[src/rtl/mem_arb_pkg.sv]
// rtl/mem_arb_pkg.sv - shared types for the memory port-B arbiter
package mem_arb_pkg;

    localparam int NUM_REQ = 2;

    typedef enum logic [1:0] {
        FREE    = 2'd0,
        LOCKED0 = 2'd1,
        LOCKED1 = 2'd2
    } arb_state_t;

    typedef struct packed {
        logic [31:0] addr;
        logic [31:0] wdata;
        logic [3:0]  be;
        logic        we;
        logic        lock;
    } mem_req_t;

    function automatic arb_state_t locked_state(input logic idx);
        return idx ? LOCKED1 : LOCKED0;
    endfunction

endpackage

[src/rtl/mem_port_arbiter_if.sv]
// rtl/mem_port_arbiter_if.sv - requester channels and memory port-B signal bundle
interface mem_port_arbiter_if
    import mem_arb_pkg::*;
#(
    parameter int MEM_SIZE = 8192
);
    localparam int ADDR_W = $clog2(MEM_SIZE);

    logic [NUM_REQ-1:0]             req_valid;
    logic [NUM_REQ-1:0]             req_ready;
    logic [NUM_REQ-1:0][ADDR_W-1:0] req_addr;
    logic [NUM_REQ-1:0][31:0]       req_wdata;
    logic [NUM_REQ-1:0][3:0]        req_be;
    logic [NUM_REQ-1:0]             req_we;
    logic [NUM_REQ-1:0]             req_lock;
    logic [NUM_REQ-1:0]             rsp_valid;
    logic [31:0]                    rsp_rdata;
    logic [ADDR_W-1:0]              mem_addr;
    logic [31:0]                    mem_wdata;
    logic [3:0]                     mem_be;
    logic                           mem_we;
    logic [31:0]                    mem_rdata;

    modport slave (
        input  req_valid, req_addr, req_wdata, req_be, req_we, req_lock, mem_rdata,
        output req_ready, rsp_valid, rsp_rdata, mem_addr, mem_wdata, mem_be, mem_we
    );

    modport master (
        output req_valid, req_addr, req_wdata, req_be, req_we, req_lock, mem_rdata,
        input  req_ready, rsp_valid, rsp_rdata, mem_addr, mem_wdata, mem_be, mem_we
    );

endinterface

[src/rtl/arb_grant.sv]
// rtl/arb_grant.sv - combinational one-hot winner select for two requesters
module arb_grant
    import mem_arb_pkg::*;
(
    input  logic [NUM_REQ-1:0] valid,
    input  logic               ptr,
    input  arb_state_t         state,
    output logic [NUM_REQ-1:0] grant
);

    // ptr names the preferred requester; tie it low for fixed priority
    always_comb begin
        grant = '0;
        case (state)
            LOCKED0: grant[0] = valid[0];
            LOCKED1: grant[1] = valid[1];
            default: begin
                if (valid[ptr]) begin
                    grant[ptr] = 1'b1;
                end else if (valid[~ptr]) begin
                    grant[~ptr] = 1'b1;
                end
            end
        endcase
    end

endmodule

[src/rtl/mem_port_arbiter.sv]
// rtl/mem_port_arbiter.sv - two-requester arbiter for memory port B with RMW lock
// Define MEM_ARB_ROUND_ROBIN_EN for round-robin arbitration in FREE; default is fixed priority.
module mem_port_arbiter
    import mem_arb_pkg::*;
#(
    parameter int MEM_SIZE = 8192
)
(
    input logic               clk,
    input logic               rst,
    mem_port_arbiter_if.slave bus
);
    localparam int ADDR_W = $clog2(MEM_SIZE);

    arb_state_t         state_q;
    arb_state_t         state_d;
    logic               ptr;
    logic [NUM_REQ-1:0] grant;
    logic               xfer;
    logic               win;
    mem_req_t           req [NUM_REQ];
    mem_req_t           sel;
    logic [ADDR_W-1:0]  addr_q;
    logic [31:0]        wdata_q;
    logic [NUM_REQ-1:0] rsp_q;
    logic               unused_addr_hi;

    always_comb begin
        for (int i = 0; i < NUM_REQ; i++) begin
            req[i].addr  = 32'(bus.req_addr[i]);
            req[i].wdata = bus.req_wdata[i];
            req[i].be    = bus.req_be[i];
            req[i].we    = bus.req_we[i];
            req[i].lock  = bus.req_lock[i];
        end
    end

    arb_grant u_grant (
        .valid (bus.req_valid),
        .ptr   (ptr),
        .state (state_q),
        .grant (grant)
    );

    assign bus.req_ready  = rst ? '0 : grant;
    assign xfer           = |bus.req_ready;
    assign win            = bus.req_ready[1];
    assign sel            = req[win];
    assign unused_addr_hi = ^sel.addr[31:ADDR_W];

    // Idle cycles park the address/data bus on the last winner to avoid toggling
    always_comb begin
        bus.mem_addr  = addr_q;
        bus.mem_wdata = wdata_q;
        bus.mem_be    = '0;
        bus.mem_we    = 1'b0;
        if (rst) begin
            bus.mem_addr  = '0;
            bus.mem_wdata = '0;
        end else if (xfer) begin
            bus.mem_addr  = sel.addr[ADDR_W-1:0];
            bus.mem_wdata = sel.wdata;
            bus.mem_be    = sel.be;
            bus.mem_we    = sel.we;
        end
    end

    // In LOCKEDi only i can win, so the winner's lock bit alone decides the next state
    always_comb begin
        state_d = state_q;
        if (xfer) begin
            state_d = sel.lock ? locked_state(win) : FREE;
        end
    end

    always_ff @(posedge clk) begin
        if (rst) begin
            state_q <= FREE;
            rsp_q   <= '0;
            addr_q  <= '0;
            wdata_q <= '0;
        end else begin
            state_q <= state_d;
            rsp_q   <= bus.req_ready;
            if (xfer) begin
                addr_q  <= sel.addr[ADDR_W-1:0];
                wdata_q <= sel.wdata;
            end
        end
    end

`ifdef MEM_ARB_ROUND_ROBIN_EN
    logic ptr_q;

    // Pointer stays frozen across a locked sequence and moves on its releasing transfer
    always_ff @(posedge clk) begin
        if (rst) begin
            ptr_q <= 1'b0;
        end else if (xfer && !sel.lock) begin
            ptr_q <= ~win;
        end
    end

    assign ptr = ptr_q;
`else
    assign ptr = 1'b0;
`endif

    // A reset landing on the response cycle kills the response outright
    assign bus.rsp_valid = rst ? '0 : rsp_q;
    assign bus.rsp_rdata = bus.mem_rdata;

endmodule

[src/flat_wrapper.sv]
// flat-port wrapper written by rule: the top's interface ports become plain ports
module mem_port_arbiter_flat import mem_arb_pkg::*;
#(
    parameter int MEM_SIZE = 8192
)
  (clk, rst, bus_req_valid, bus_req_addr, bus_req_wdata, bus_req_be, bus_req_we, bus_req_lock, bus_mem_rdata, bus_req_ready, bus_rsp_valid, bus_rsp_rdata, bus_mem_addr, bus_mem_wdata, bus_mem_be, bus_mem_we);
  mem_port_arbiter_if #(.MEM_SIZE(MEM_SIZE)) bus_i ();
  input logic clk;
  input logic rst;
  input wire logic [$bits(bus_i.req_valid)-1:0] bus_req_valid;
  input wire logic [$bits(bus_i.req_addr)-1:0] bus_req_addr;
  input wire logic [$bits(bus_i.req_wdata)-1:0] bus_req_wdata;
  input wire logic [$bits(bus_i.req_be)-1:0] bus_req_be;
  input wire logic [$bits(bus_i.req_we)-1:0] bus_req_we;
  input wire logic [$bits(bus_i.req_lock)-1:0] bus_req_lock;
  input wire logic [$bits(bus_i.mem_rdata)-1:0] bus_mem_rdata;
  output wire logic [$bits(bus_i.req_ready)-1:0] bus_req_ready;
  output wire logic [$bits(bus_i.rsp_valid)-1:0] bus_rsp_valid;
  output wire logic [$bits(bus_i.rsp_rdata)-1:0] bus_rsp_rdata;
  output wire logic [$bits(bus_i.mem_addr)-1:0] bus_mem_addr;
  output wire logic [$bits(bus_i.mem_wdata)-1:0] bus_mem_wdata;
  output wire logic [$bits(bus_i.mem_be)-1:0] bus_mem_be;
  output wire logic [$bits(bus_i.mem_we)-1:0] bus_mem_we;
  assign bus_i.req_valid = bus_req_valid;
  assign bus_i.req_addr = bus_req_addr;
  assign bus_i.req_wdata = bus_req_wdata;
  assign bus_i.req_be = bus_req_be;
  assign bus_i.req_we = bus_req_we;
  assign bus_i.req_lock = bus_req_lock;
  assign bus_i.mem_rdata = bus_mem_rdata;
  assign bus_req_ready = bus_i.req_ready;
  assign bus_rsp_valid = bus_i.rsp_valid;
  assign bus_rsp_rdata = bus_i.rsp_rdata;
  assign bus_mem_addr = bus_i.mem_addr;
  assign bus_mem_wdata = bus_i.mem_wdata;
  assign bus_mem_be = bus_i.mem_be;
  assign bus_mem_we = bus_i.mem_we;
  mem_port_arbiter #(.MEM_SIZE(MEM_SIZE)) u_core (.clk(clk), .rst(rst), .bus(bus_i));
endmodule
[config.mk]
export PLATFORM = sky130hd
export DESIGN_NAME = mem_port_arbiter_flat
export DESIGN_NICKNAME = d
export VERILOG_FILES = /design/src/rtl/mem_arb_pkg.sv /design/src/rtl/mem_port_arbiter_if.sv /design/src/rtl/arb_grant.sv /design/src/rtl/mem_port_arbiter.sv /design/src/flat_wrapper.sv
export SDC_FILE = /design/constraint.sdc
export NUM_CORES = 1
export LEC_CHECK = 0
export BUFFER_PORTS_ARGS = -buffer_cell sky130_fd_sc_hd__buf_2
export CAP_MARGIN = 15
export CORE_ASPECT_RATIO = 0.5
export CORE_MARGIN = 5
export CORE_UTILIZATION = 43
export CTS_BUF_LIST = sky130_fd_sc_hd__clkbuf_4
export DETAILED_ROUTE_END_ITERATION = 8
export PLACE_DENSITY = 0.87
export SYNTH_ARGS = -nofsm -noshare
export SYNTH_HDL_FRONTEND = slang
export SYNTH_HIERARCHICAL = 1
export SYNTH_SLANG_ARGS = --single-unit
[constraint.sdc]
create_clock -name clk -period 5.8 [get_ports clk]
set_input_delay 0.87 -clock clk [delete_from_list [all_inputs] [get_ports clk]]
set_output_delay 0.87 -clock clk [all_outputs]
set_load 0.005 [all_outputs]
======== Word-level counts from Yosys, hierarchy flattened ========
Index checks and enable logic that the tools add are counted.
storage, ports and cells
  output and inout bits ................... 86
  flip-flop bits (word level) ............. 49
operators by class
  bitwise operators ....................... 1
  mux-type cells .......................... 19
  $lt $le $gt $ge ......................... 1
  equality and inequality tests ........... 2
  reductions and logical operators ........ 1
operators with widths
  cell                                                       number
  2-to-1 mux 51 bit                                          3
  2-to-1 mux 32 bit                                          2
  2-to-1 mux 13 bit                                          2
  2-to-1 mux 2 bit                                           6
  2-to-1 mux 4 bit                                           2
  one-hot mux 1 bit (2 select lines)                         2
  == test 2 x 1 -> 1 bit (second input constant)             1
  == test 2 bit (second input constant)                      1
  greater-or-equal comparator 2 bit (second input constant)  1
  2-to-1 mux 1 bit                                           2
  NOT 1 -> 2 bit                                             1
  OR reduction 2 bit                                         1

======== Logic depth before layout (Yosys ltp) ========
  word-level depth ........................ 10
  gate-level depth with buffers ........... 8
  depth with buffers taken out ............ 6

======== Hierarchy ========
Netlist, hierarchy kept.
modules (own cells, without submodules)
  module            cells an instance  seq. area each (um^2)  area each (um^2)  times used
  mem_port_arbiter  267                980.9                  2655.0            1
  arb_grant         9                  0.0                    58.8              1

======== Worst setup path before layout ========
Ideal clock, no wire load.
  kind .................................... input to output
  start point ............................. input port bus_req_valid[1]
  end point ............................... output port bus_mem_addr[0]
  path slack .............................. 3.047 ns
  arrival time ............................ 1.883 ns
  stages .................................. 6
  data required time ...................... 4.930 ns
  path buffers ............................ 2
  path through ............................ o21ai_1 > a31oi_1 > inv_2 > buf_6 > buf_2 > a211oi_1
between the ends
  longest elaborated chain between the ends .. 10
  elaborated cells between the ends (all ways) .. 11
  those cells by class .................... mux (9); bitwise (1); reduce/logical (1)
ends and longest elaborated chain
  element                                                line                    text
  start: declaration                                     flat_wrapper.sv:10      input wire logic [$bits(bus_i.req_valid)-1:0] bus_req_valid;
  2-to-1 mux 2 bit                                       arb_grant.sv:20         end else if (valid[~ptr]) begin
  2-to-1 mux 2 bit                                       arb_grant.sv:18         if (valid[ptr]) begin
  one-hot mux 1 bit (2 select lines) (*)                 arb_grant.sv:14         case (state)
  named net u_core.grant[1]                              mem_port_arbiter.sv:18  logic [NUM_REQ-1:0] grant;
  2-to-1 mux 2 bit (*)                                   mem_port_arbiter.sv:45  assign bus.req_ready = rst ? '0 : grant;
  NOT 1 -> 2 bit (not written as such)                   mem_port_arbiter.sv:48  assign sel = req[win];
  2-to-1 mux 51 bit (not written as such) (3 in series)  mem_port_arbiter.sv:48
  2-to-1 mux 13 bit (*) (2 in series)                    n/a
  end: declaration                                       flat_wrapper.sv:20      output wire logic [$bits(bus_i.mem_addr)-1:0] bus_mem_addr;
Mark *: on every way through the listed nets, which the timed path passes. The rest lies on a longest branch. The select of a mux whose other input is x is not followed.

======== Worst setup path after layout ========
  start point ............................. register u_core.state_q[0]
  end point ............................... output port bus_mem_wdata[24]
between the ends
  elaborated cells between the ends (all ways) .. 12
  those cells by class .................... eq/ne (2); mux (8); bitwise (1); reduce/logical (1)
RTL lines
  element                                                  line                    text
  start: declaration                                       mem_port_arbiter.sv:15  arb_state_t state_q;
  start signal: assignment                                 mem_port_arbiter.sv:83  state_q <= state_d;
  == test 2 bit or == test 2 x 1 -> 1 bit (tied branches)  arb_grant.sv:14
  one-hot mux 1 bit (2 select lines) (*)                   arb_grant.sv:14
  named net u_core.grant[0]                                mem_port_arbiter.sv:18
  2-to-1 mux 2 bit (*)                                     mem_port_arbiter.sv:45
  OR reduction 2 bit (*)                                   mem_port_arbiter.sv:46  assign xfer = |bus.req_ready;
  2-to-1 mux 32 bit (*)                                    n/a
  2-to-1 mux 32 bit (*)                                    mem_port_arbiter.sv:57  if (rst) begin
  end: declaration                                         flat_wrapper.sv:21      output wire logic [$bits(bus_i.mem_wdata)-1:0] bus_mem_wdata;
Marks and branches as above.

==> metrics <==
Netlist cell types 22; gpl congestion 0.773; CTS resizes 0; Root Buffer clkbuf_4; setup violators final 0; Wirelength per Cell 14.9 um; CP Class reg -> out; fin. max-slew vios 0; # clock sinks 49; Post-DRT Antenna Nets 0; asr flop ratio synth 0; layout cells sized above 1 0.448; CTS Buf Count 5; Mapped Cells 276; PwrDens 250 mW/mm^2; Post-CTS Setup Bufs 0; Final Instance Area 0.00333 mm^2; first-pass GRT wire length 11100 um; Synth top area share 0.361; Slew @ Worst Pin 1120 ps; Clk Latency, worst-skew pair 350 ps; Final period util 0.689; vias per cell 4.77; status finished, final reports clean; Final Hold Violating Endpoints 0; Leak 1.57 nW; Seq. cell area 981 um^2; initial antenna violation count 0; DP Area 0.00325 mm^2; TNS Setup 0 ps; top cells by area, synth dfxtp_1 36%, mux2i_1 17%, a211oi_1 11%; crit path DAT 3130 ps; synthesized area 0.00271 mm^2; Syn Area/Cell 9.83 um^2; critical path fanouts, max 28; Achievable Freq 250 MHz; total track usage 0.170; largest net degree at the start of global routing 59; hpwl dp 5240 um; FF+latch count, synth 49; Post-Route WL 7150 um; die span in x 122 um; core box area 0.00611 mm^2; critical path required time 4930 ps; Hold Slack 564 ps; Die Y 66.2 um; Iter 0 DRT Violations 96; Initial Util 0.444; min cycle time layout 4000 ps; NumNets Final 530; CTS tree done; CP Launch Type flop; vias in the first global route 2316; area taken by multi-input logic gates 0.00132 mm^2; Worst-path clk slew 130 ps; # fillers 580; hold-fix buffer count after cts 0; RSZ-0062 raised after global routing false; clk buf depth 2; Seq/Total Area, Yosys 0.361; Slew HR 0.254; H-tree depth 2; CP endpoint kind output port; P&R area growth vs syn 22.7%; DRC Markers 0; Synth area leader dfxtp_1; ant diodes 0; most common library cells after synthesis 49 x dfxtp_1, 49 x nor2b_1, 46 x mux2i_1, 41 x a211oi_1, 32 x buf_4; PortBufs 159; Ys Warns 6; Initial DRT Pass Iterations 4; hold crit path type reg -> reg; DR vias 2285; Final Skew 8.20 ps; Site Rows 20; Post-synth top flop dfxtp_1; peak supply drop 97.9 uV; number of enable flip-flop cells after synthesis 0; maxcap violations 0; Die ar. 0.00810 mm^2; global-route congestion overflow total 0; Ports 224
## routing by layer
layer / global-route usage / wire length, um / vias up
li1: - / - / 1159
met1: 0.198 / 2820 / 1037
met2: 0.305 / 3790 / 59
met3: 0.0368 / 384 / 30
met4: 0.0683 / 163 / 0
met5: 0 / 0 / -
## sequential cells by signal (all words and copies together) (netlist names)
signal and flops:
u_core/rsp_q 2, u_core/wdata_q 32, u_core/addr_q 13, u_core/state_q 2
## worst max-delay path: stages (launching register included)
cell	delay, ps
dfxtp_1	380
inv_1	60
ha_1	410
o21ai_1	140
a31oi_4	860
buf_12	310
mux2i_1	110
a211oi_1	320
buf_2	190
## kinds of logic (layout without fill, tap and decap cells)
kind of cell | count (synthesis) | after routing | share of synthesized area
flops | 49 | 49 | 0.361
simple gates | 64 | 64 | 0.143
buf+inv | 59 | 173 | 0.164
other cells | 1 | 2 | 0.00138
compound gates | 55 | 55 | 0.151
mux | 46 | 46 | 0.170
fa+ha+maj | 2 | 2 | 0.00922
## final timing paths
kind | startpoint | end | slack, ps | cells after the start
hold reg to reg | u_core/addr_q[10] | u_core/addr_q[10] | 560 | 2
hold / removal | u_core/addr_q[10] | u_core/addr_q[10] | 560 | 2
setup / recovery | u_core/state_q[0] | bus_mem_wdata[24] | 1800 | 8
setup reg to reg | u_core/state_q[0] | u_core/wdata_q[14] | 3100 | 7
## per-stage QoR
stage,utilization,power (mW),setup slack (ps),cells
floorplan,-,0.574,3050,277
detailed placement,0.532,0.643,2010,471
global route,0.545,0.888,1550,479
finish,0.545,0.833,1800,479
global placement,0.532,0.638,2100,471
CTS,0.545,0.843,1740,479
## cell usage in the layout, fill, tap and decap left out
| cell type | count |
|---|---|
| a211oi_2 | 4 |
| nand3b_1 | 5 |
| o21ai_1 | 2 |
| clkbuf_4 | 6 |
| a211oi_1 | 41 |
| a31oi_4 | 2 |
| inv_1 | 3 |
| buf_4 | 1 |
| nor3_1 | 1 |
| nor2b_1 | 49 |
| bufinv_16 | 1 |
| buf_2 | 159 |
| or3b_1 | 1 |
| mux2i_1 | 46 |
| buf_12 | 1 |
| nand2_1 | 6 |
| dfxtp_1 | 49 |
| ha_1 | 2 |
| conb_1 | 2 |
| a21oi_1 | 6 |
| clkinv_1 | 1 |
| inv_2 | 1 |
| nor2_1 | 2 |
## report_power, final
part / total, mW / internal, mW / switching, mW
logic: 0.248 / 0.124 / 0.124
registers: 0.386 / 0.376 / 0.00954
clock network: 0.199 / 0.0946 / 0.105
## final cells by class
| cell class | count | share of cell area |
|---|---|---|
| clock buffers | 6 | 0.0135 |
| repair buffers | 161 | 0.247 |
| well taps | 88 | 0.0331 |
| clock inverters | 2 | 0.0101 |
| multi-input cells | 169 | 0.397 |
| flip-flops and latches | 49 | 0.295 |
| inverters | 4 | 0.00451 |
(Power assumes the default switching activity.)
